`src/rtl/if_stage.sv`:
```
// if_stage: MIPS instruction-fetch stage; owns the PC and the IF/ID register.
// Optional fetch-address (AdEL) check is compiled in with `define IF_ADEL_CHECK_EN.
//
// Ports:
//   clk, reset           clock, synchronous active-high reset
//   Stall                hazard stall: PC and IF/ID hold
//   ErrSignal            exception taken: redirect to EXC_VECTOR and flush
//   eretEn, EPCData      eret taken: redirect to EPCData and flush
//   branch, branch_addr32  taken branch and its target, resolved in ID
//   jump, jump_addr32    taken jump and its target, resolved in ID
//   CtrlTypeInstr_ID     ID holds a branch/jump, so this fetch is a delay slot
//   IMAddr / IMData      combinational instruction-memory port
//   *_IF_to_ID           registered IF/ID bundle toward decode
module if_stage #(
    parameter logic [31:0] PC_RESET   = 32'h0000_3000,
    parameter logic [31:0] EXC_VECTOR = 32'h0000_4180,
    parameter logic [31:0] IM_LO      = 32'h0000_3000,
    parameter logic [31:0] IM_HI      = 32'h0000_6FFC
) (
    input  logic        clk,
    input  logic        reset,
    input  logic        Stall,
    input  logic        ErrSignal,
    input  logic        eretEn,
    input  logic [31:0] EPCData,
    input  logic        branch,
    input  logic        jump,
    input  logic [31:0] branch_addr32,
    input  logic [31:0] jump_addr32,
    input  logic        CtrlTypeInstr_ID,
    output logic [31:0] IMAddr,
    input  logic [31:0] IMData,
    output logic [31:0] Instr_IF_to_ID,
    output logic [31:0] PC_IF_to_ID,
    output logic [31:0] PC_4_IF_to_ID,
    output logic [4:0]  ErrStat_IF_to_ID,
    output logic        Err_IF_to_ID,
    output logic        BD_IF_to_ID
);

    localparam logic [4:0] EXC_NONE = 5'd31;
    localparam logic [4:0] EXC_ADEL = 5'd4;

    // A misaligned or inverted legal window is a configuration mistake.
    if (IM_LO[1:0] != 2'b00 || IM_HI[1:0] != 2'b00 || IM_HI < IM_LO) begin : g_bad_range
        $error("if_stage: illegal instruction-memory window");
    end

    typedef struct packed {
        logic [31:0] instr;
        logic [31:0] pc;
        logic [31:0] pc4;
        logic [4:0]  errstat;
        logic        err;
        logic        bd;
    } if_id_t;

    logic [31:0] pc;
    logic [31:0] pc_plus4;
    logic [31:0] pc_next;
    logic [31:0] redirect;
    logic        flush;
    logic        fetch_err;
    if_id_t      if_id;
    if_id_t      if_id_next;

    assign IMAddr   = pc;
    assign pc_plus4 = pc + 32'd4;

`ifdef IF_ADEL_CHECK_EN
    assign fetch_err = (pc[1:0] != 2'b00) || (pc < IM_LO) || (pc > IM_HI);
`else
    assign fetch_err = 1'b0;
`endif

    // Exception beats eret when both arrive together.
    assign flush    = ErrSignal | eretEn;
    assign redirect = ErrSignal ? EXC_VECTOR : EPCData;

    always_comb begin
        pc_next = pc_plus4;
        if (flush)
            pc_next = redirect;
        else if (Stall)
            pc_next = pc;
        else if (jump)
            pc_next = jump_addr32;
        else if (branch)
            pc_next = branch_addr32;
    end

    // The delay-slot fetch is always latched; only a flush discards it.
    always_comb begin
        if_id_next = if_id;
        if (flush) begin
            if_id_next.instr   = 32'd0;
            if_id_next.pc      = redirect;
            if_id_next.pc4     = redirect + 32'd4;
            if_id_next.errstat = EXC_NONE;
            if_id_next.err     = 1'b0;
            if_id_next.bd      = 1'b0;
        end else if (!Stall) begin
            if_id_next.instr   = fetch_err ? 32'd0 : IMData;
            if_id_next.pc      = pc;
            if_id_next.pc4     = pc_plus4;
            if_id_next.errstat = fetch_err ? EXC_ADEL : EXC_NONE;
            if_id_next.err     = fetch_err;
            if_id_next.bd      = CtrlTypeInstr_ID;
        end
    end

    always_ff @(posedge clk) begin
        if (reset) begin
            pc            <= PC_RESET;
            if_id.instr   <= 32'd0;
            if_id.pc      <= PC_RESET;
            if_id.pc4     <= PC_RESET + 32'd4;
            if_id.errstat <= EXC_NONE;
            if_id.err     <= 1'b0;
            if_id.bd      <= 1'b0;
        end else begin
            pc    <= pc_next;
            if_id <= if_id_next;
        end
    end

    assign Instr_IF_to_ID   = if_id.instr;
    assign PC_IF_to_ID      = if_id.pc;
    assign PC_4_IF_to_ID    = if_id.pc4;
    assign ErrStat_IF_to_ID = if_id.errstat;
    assign Err_IF_to_ID     = if_id.err;
    assign BD_IF_to_ID      = if_id.bd;

endmodule

```
`config.mk`:
```
export PLATFORM = sky130hd
export DESIGN_NAME = if_stage
export DESIGN_NICKNAME = d
export VERILOG_FILES = /design/src/rtl/if_stage.sv
export SDC_FILE = /design/constraint.sdc
export NUM_CORES = 1
export LEC_CHECK = 0
export BUFFER_PORTS_ARGS = -buffer_cell sky130_fd_sc_hd__clkbuf_2
export CORE_UTILIZATION = 25
export CTS_BUF_LIST = sky130_fd_sc_hd__clkbuf_8
export DETAILED_ROUTE_END_ITERATION = 10
export GPL_TIMING_DRIVEN = 0
export PLACE_DENSITY = 0.47
export SYNTH_ARGS = -nofsm -noshare
export SYNTH_HDL_FRONTEND = slang
export SYNTH_SLANG_ARGS = --single-unit
```
`constraint.sdc`:
```
create_clock -name clk -period 5.84 [get_ports clk]
set_input_delay 0.876 -clock clk [delete_from_list [all_inputs] [get_ports clk]]
set_output_delay 0.876 -clock clk [all_outputs]
set_load 0.005 [all_outputs]
```
==> impl_metrics.yaml <==
final_layout:
  final_cell_area_um2: 9220
  area_delta_synth_final_pct: 31.7
  drive_gt1_share_pct: 27.6
  nets: 1290
worst_setup_path:
  endpoint: "IMAddr[0]$_SDFFE_PP0P_"
  cp_slowest_stage_delay_ps: 990
  worstRegToRegCells: 8
  required_ps: 6230
  critPathLaunch: "eretEn"
  end_kind: "flip-flop"
  reg2reg_slack_ps: 2870
  crit_fanout: 10
  worstSetupPathType: "in2reg"
  worstReg2RegEnd: "PC_4_IF_to_ID[28]$_SDFFE_PP0P_"
  cp_common_cell: "clkbuf_1"
  cp.arrival_ps: 3600
  cp-start-kind: "input pin"
  crit_slowest_cell: "nor2_1"
  crit_path_cell_trace: "clkbuf_2, inv_1, clkbuf_1, nor2_1, clkbuf_1, a21oi_1, a211oi_1"
  timing.rr.start: "IMAddr[2]$_SDFFE_PP0P_"
sta:
  hold_viol: 0
  drv_slew: 0
  min_period_over_period_pct: 55.0
  finClkSkew_ps: 9.49
  min_period_ps: 3210
  fmax_mhz: 311
  tns_ps: 0
  max_slew.worst_pin.slew_ps: 1180
  rsz0062_at_grt: "no"
  setup_viol: 0
  hold_slack_ps: 497
  slew_headroom_pct: 20.8
yosys:
  synth-main-ff-cell: "dfxtp_1"
  synth_seq_cells: 127
  syn_area_um2: 7000
  yosysWarningCount: 0
  async_reset_ff_share_pct: 0
  postSynthCellCount: 866
  synth-edff-count: 0
  synth.distinct_cells: 64
  yosysSeqAreaShare_pct: 36.3
  avgSynthCellArea_um2: 8.08
floorplan:
  die_height_um: 169
  rows: 60
  die_w_um: 169
  die_area_um2: 28700
  initial_core_util_pct: 25.8
  core_um2: 27200
  io_pins: 271
clocking:
  clock_sinks: 127
  post_cts_resized: 0
  insertion_delay_ps: 470
  path_clk_slew_ps: 90
  numCtsBuffers: 17
  post_cts_buffers: 0
  clockRootBuffer: "clkbuf_8"
  cts_tree: "done"
  hold_buffers: 0
  ctsHtreeMaxLevel: 4
  clk_path_buf_depth: 2
routing:
  routedWlPerCell_um: 22.7
  final_antenna_net_count: 0
  drcViolationCount: 0
  drt-initial-drc-count: 769
  wl_um: 34900
  vias: 7983
  first_pass_iters: 5
  vias_per_cell: 5.19
grt:
  antenna_found_initial: 3
  grt_pass1_vias: 7522
  grtUsageTotal_pct: 24.2
  grt_max_degree: 17
  grt_first_pass_wirelength_um: 50000
  overflow: 0
placement:
  dpl.hpwl_um: 26500
  io_buffers: 262
  place_area_um2: 8810
  gp_congestion: 0.931
power_and_ir_drop:
  ir_drop_uv: 91.6
  power_mw: 2.17
  power_density_nw_per_um2: 236
  p_leak_nw: 3.94
min_path:
  hold_path.class: "reg2reg"
run_status:
  status: "finished clean"
run:
  drv_cap: 0
## layer usage
metal	global-route usage (%)	up-vias	part of all wire, %
li1	-	3704	-
met1	32.3	3777	43
met2	37.7	447	45
met3	6.02	53	9.5
met4	8.30	2	2.5
met5	0	-	0.034
## cells by family (layout without fill, tap and decap cells)
logic type,after synthesis,count (layout),synth area share [%]
other,2,7,0.107
flip-flops,127,127,36.3
AO/OA/AOI/OAI,228,228,21.3
AND/OR/NAND/NOR,304,304,20.9
XOR/XNOR,48,48,6.01
buffers and inverters,86,381,5.11
multiplexers,69,69,9.90
adder cells (fa/ha/maj),2,2,0.357
## area by class of cell
cell class                      count  area (um2)
Timing Repair Buffer              263        1320
Tap cell                          372         465
Buffer                             74         313
Antenna cell                        1        2.50
Sequential cell                   127        2540
Clock inverter                     15         175
Clock buffer                       17         234
Multi-Input combinational cell    657        4120
Fill cell                        3040       18000
Inverter                           12        45.0
## power by group
part	internal, mW	total [mW]	switching, mW
combinational	0.153	0.394	0.241
clock	0.395	0.837	0.442
sequential	0.904	0.943	0.0388
total	1.45	2.17	0.722
## flip-flops by register name, summed over array words and instances, names as in the netlist
signal and cells:
IMAddr 32, Instr_IF_to_ID 32, PC_IF_to_ID 32, PC_4_IF_to_ID 30, BD_IF_to_ID 1
## worst min-delay path by stage
stage	from	endpoint	slack (ps)	cells after the start
floorplan	PC_4_IF_to_ID[7]$_SDFFE_PP0P_	PC_4_IF_to_ID[7]$_SDFFE_PP0P_	480	2
CTS	Instr_IF_to_ID[28]$_SDFFE_PP0N_	Instr_IF_to_ID[28]$_SDFFE_PP0N_	510	2
global placement	Instr_IF_to_ID[31]$_SDFFE_PP0N_	Instr_IF_to_ID[31]$_SDFFE_PP0N_	480	2
detailed placement	Instr_IF_to_ID[28]$_SDFFE_PP0N_	Instr_IF_to_ID[28]$_SDFFE_PP0N_	490	2
finish	Instr_IF_to_ID[28]$_SDFFE_PP0N_	Instr_IF_to_ID[28]$_SDFFE_PP0N_	500	2
global route	Instr_IF_to_ID[26]$_SDFFE_PP0N_	Instr_IF_to_ID[26]$_SDFFE_PP0N_	530	2
## stage by stage
| step | utilization (%) | setup slack (ps) | cells |
|---|---|---|---|
| after floorplan | - | 3250 | 870 |
| after global placement | 32.4 | 2180 | 1504 |
| after detailed placement | 32.4 | 2230 | 1505 |
| after CTS | 33.9 | 2720 | 1537 |
| after global routing | 33.9 | 2540 | 1538 |
| final | 33.9 | 2630 | 1538 |
## worst max-delay path, delay by kind of cell
kind / cells / cell delay [ps]
simple gates: 1 / 990
buf+inv: 4 / 1310
compound gates: 2 / 400
## cells in the mapped netlist (23+ instances only)
cell,n,area share [%]
dfxtp_1,127,36
clkbuf_1,54,2.9
a21oi_1,57,4.1
o21ai_0,48,3.4
nand3_1,23,1.6
xnor2_1,24,3.0
a211oi_1,32,3.4
nor3_1,31,2.2
nor2_1,123,6.6
mux2i_1,67,9.6
nand2_1,58,3.1
xor2_1,24,3.0
## placed cells by master (no fill, tap or decap), types with 4 or more instances in the layout
| master | instances |
|---|---|
| nand3_1 | 23 |
| nand2_1 | 58 |
| o21ai_0 | 48 |
| xnor2_1 | 24 |
| clkbuf_2 | 262 |
| o21a_1 | 8 |
| conb_1 | 6 |
| nor3_1 | 30 |
| or2_2 | 4 |
| a211oi_1 | 32 |
| o22ai_1 | 14 |
| clkbuf_1 | 54 |
| nor4_2 | 5 |
| clkbuf_8 | 17 |
| a221oi_1 | 14 |
| nor2_1 | 123 |
| inv_1 | 11 |
| nor2b_1 | 7 |
| a21oi_1 | 57 |
| buf_4 | 9 |
| a22oi_1 | 13 |
| nand4_1 | 12 |
| mux2i_1 | 67 |
| a21o_1 | 5 |
| nor3b_1 | 4 |
| nand2b_1 | 6 |
| or3_1 | 5 |
| xor2_1 | 24 |
| buf_1 | 10 |
| dfxtp_1 | 127 |
| and3_1 | 6 |
| and4_1 | 6 |
| inv_6 | 8 |
Power figures use the tool's default switching activity.
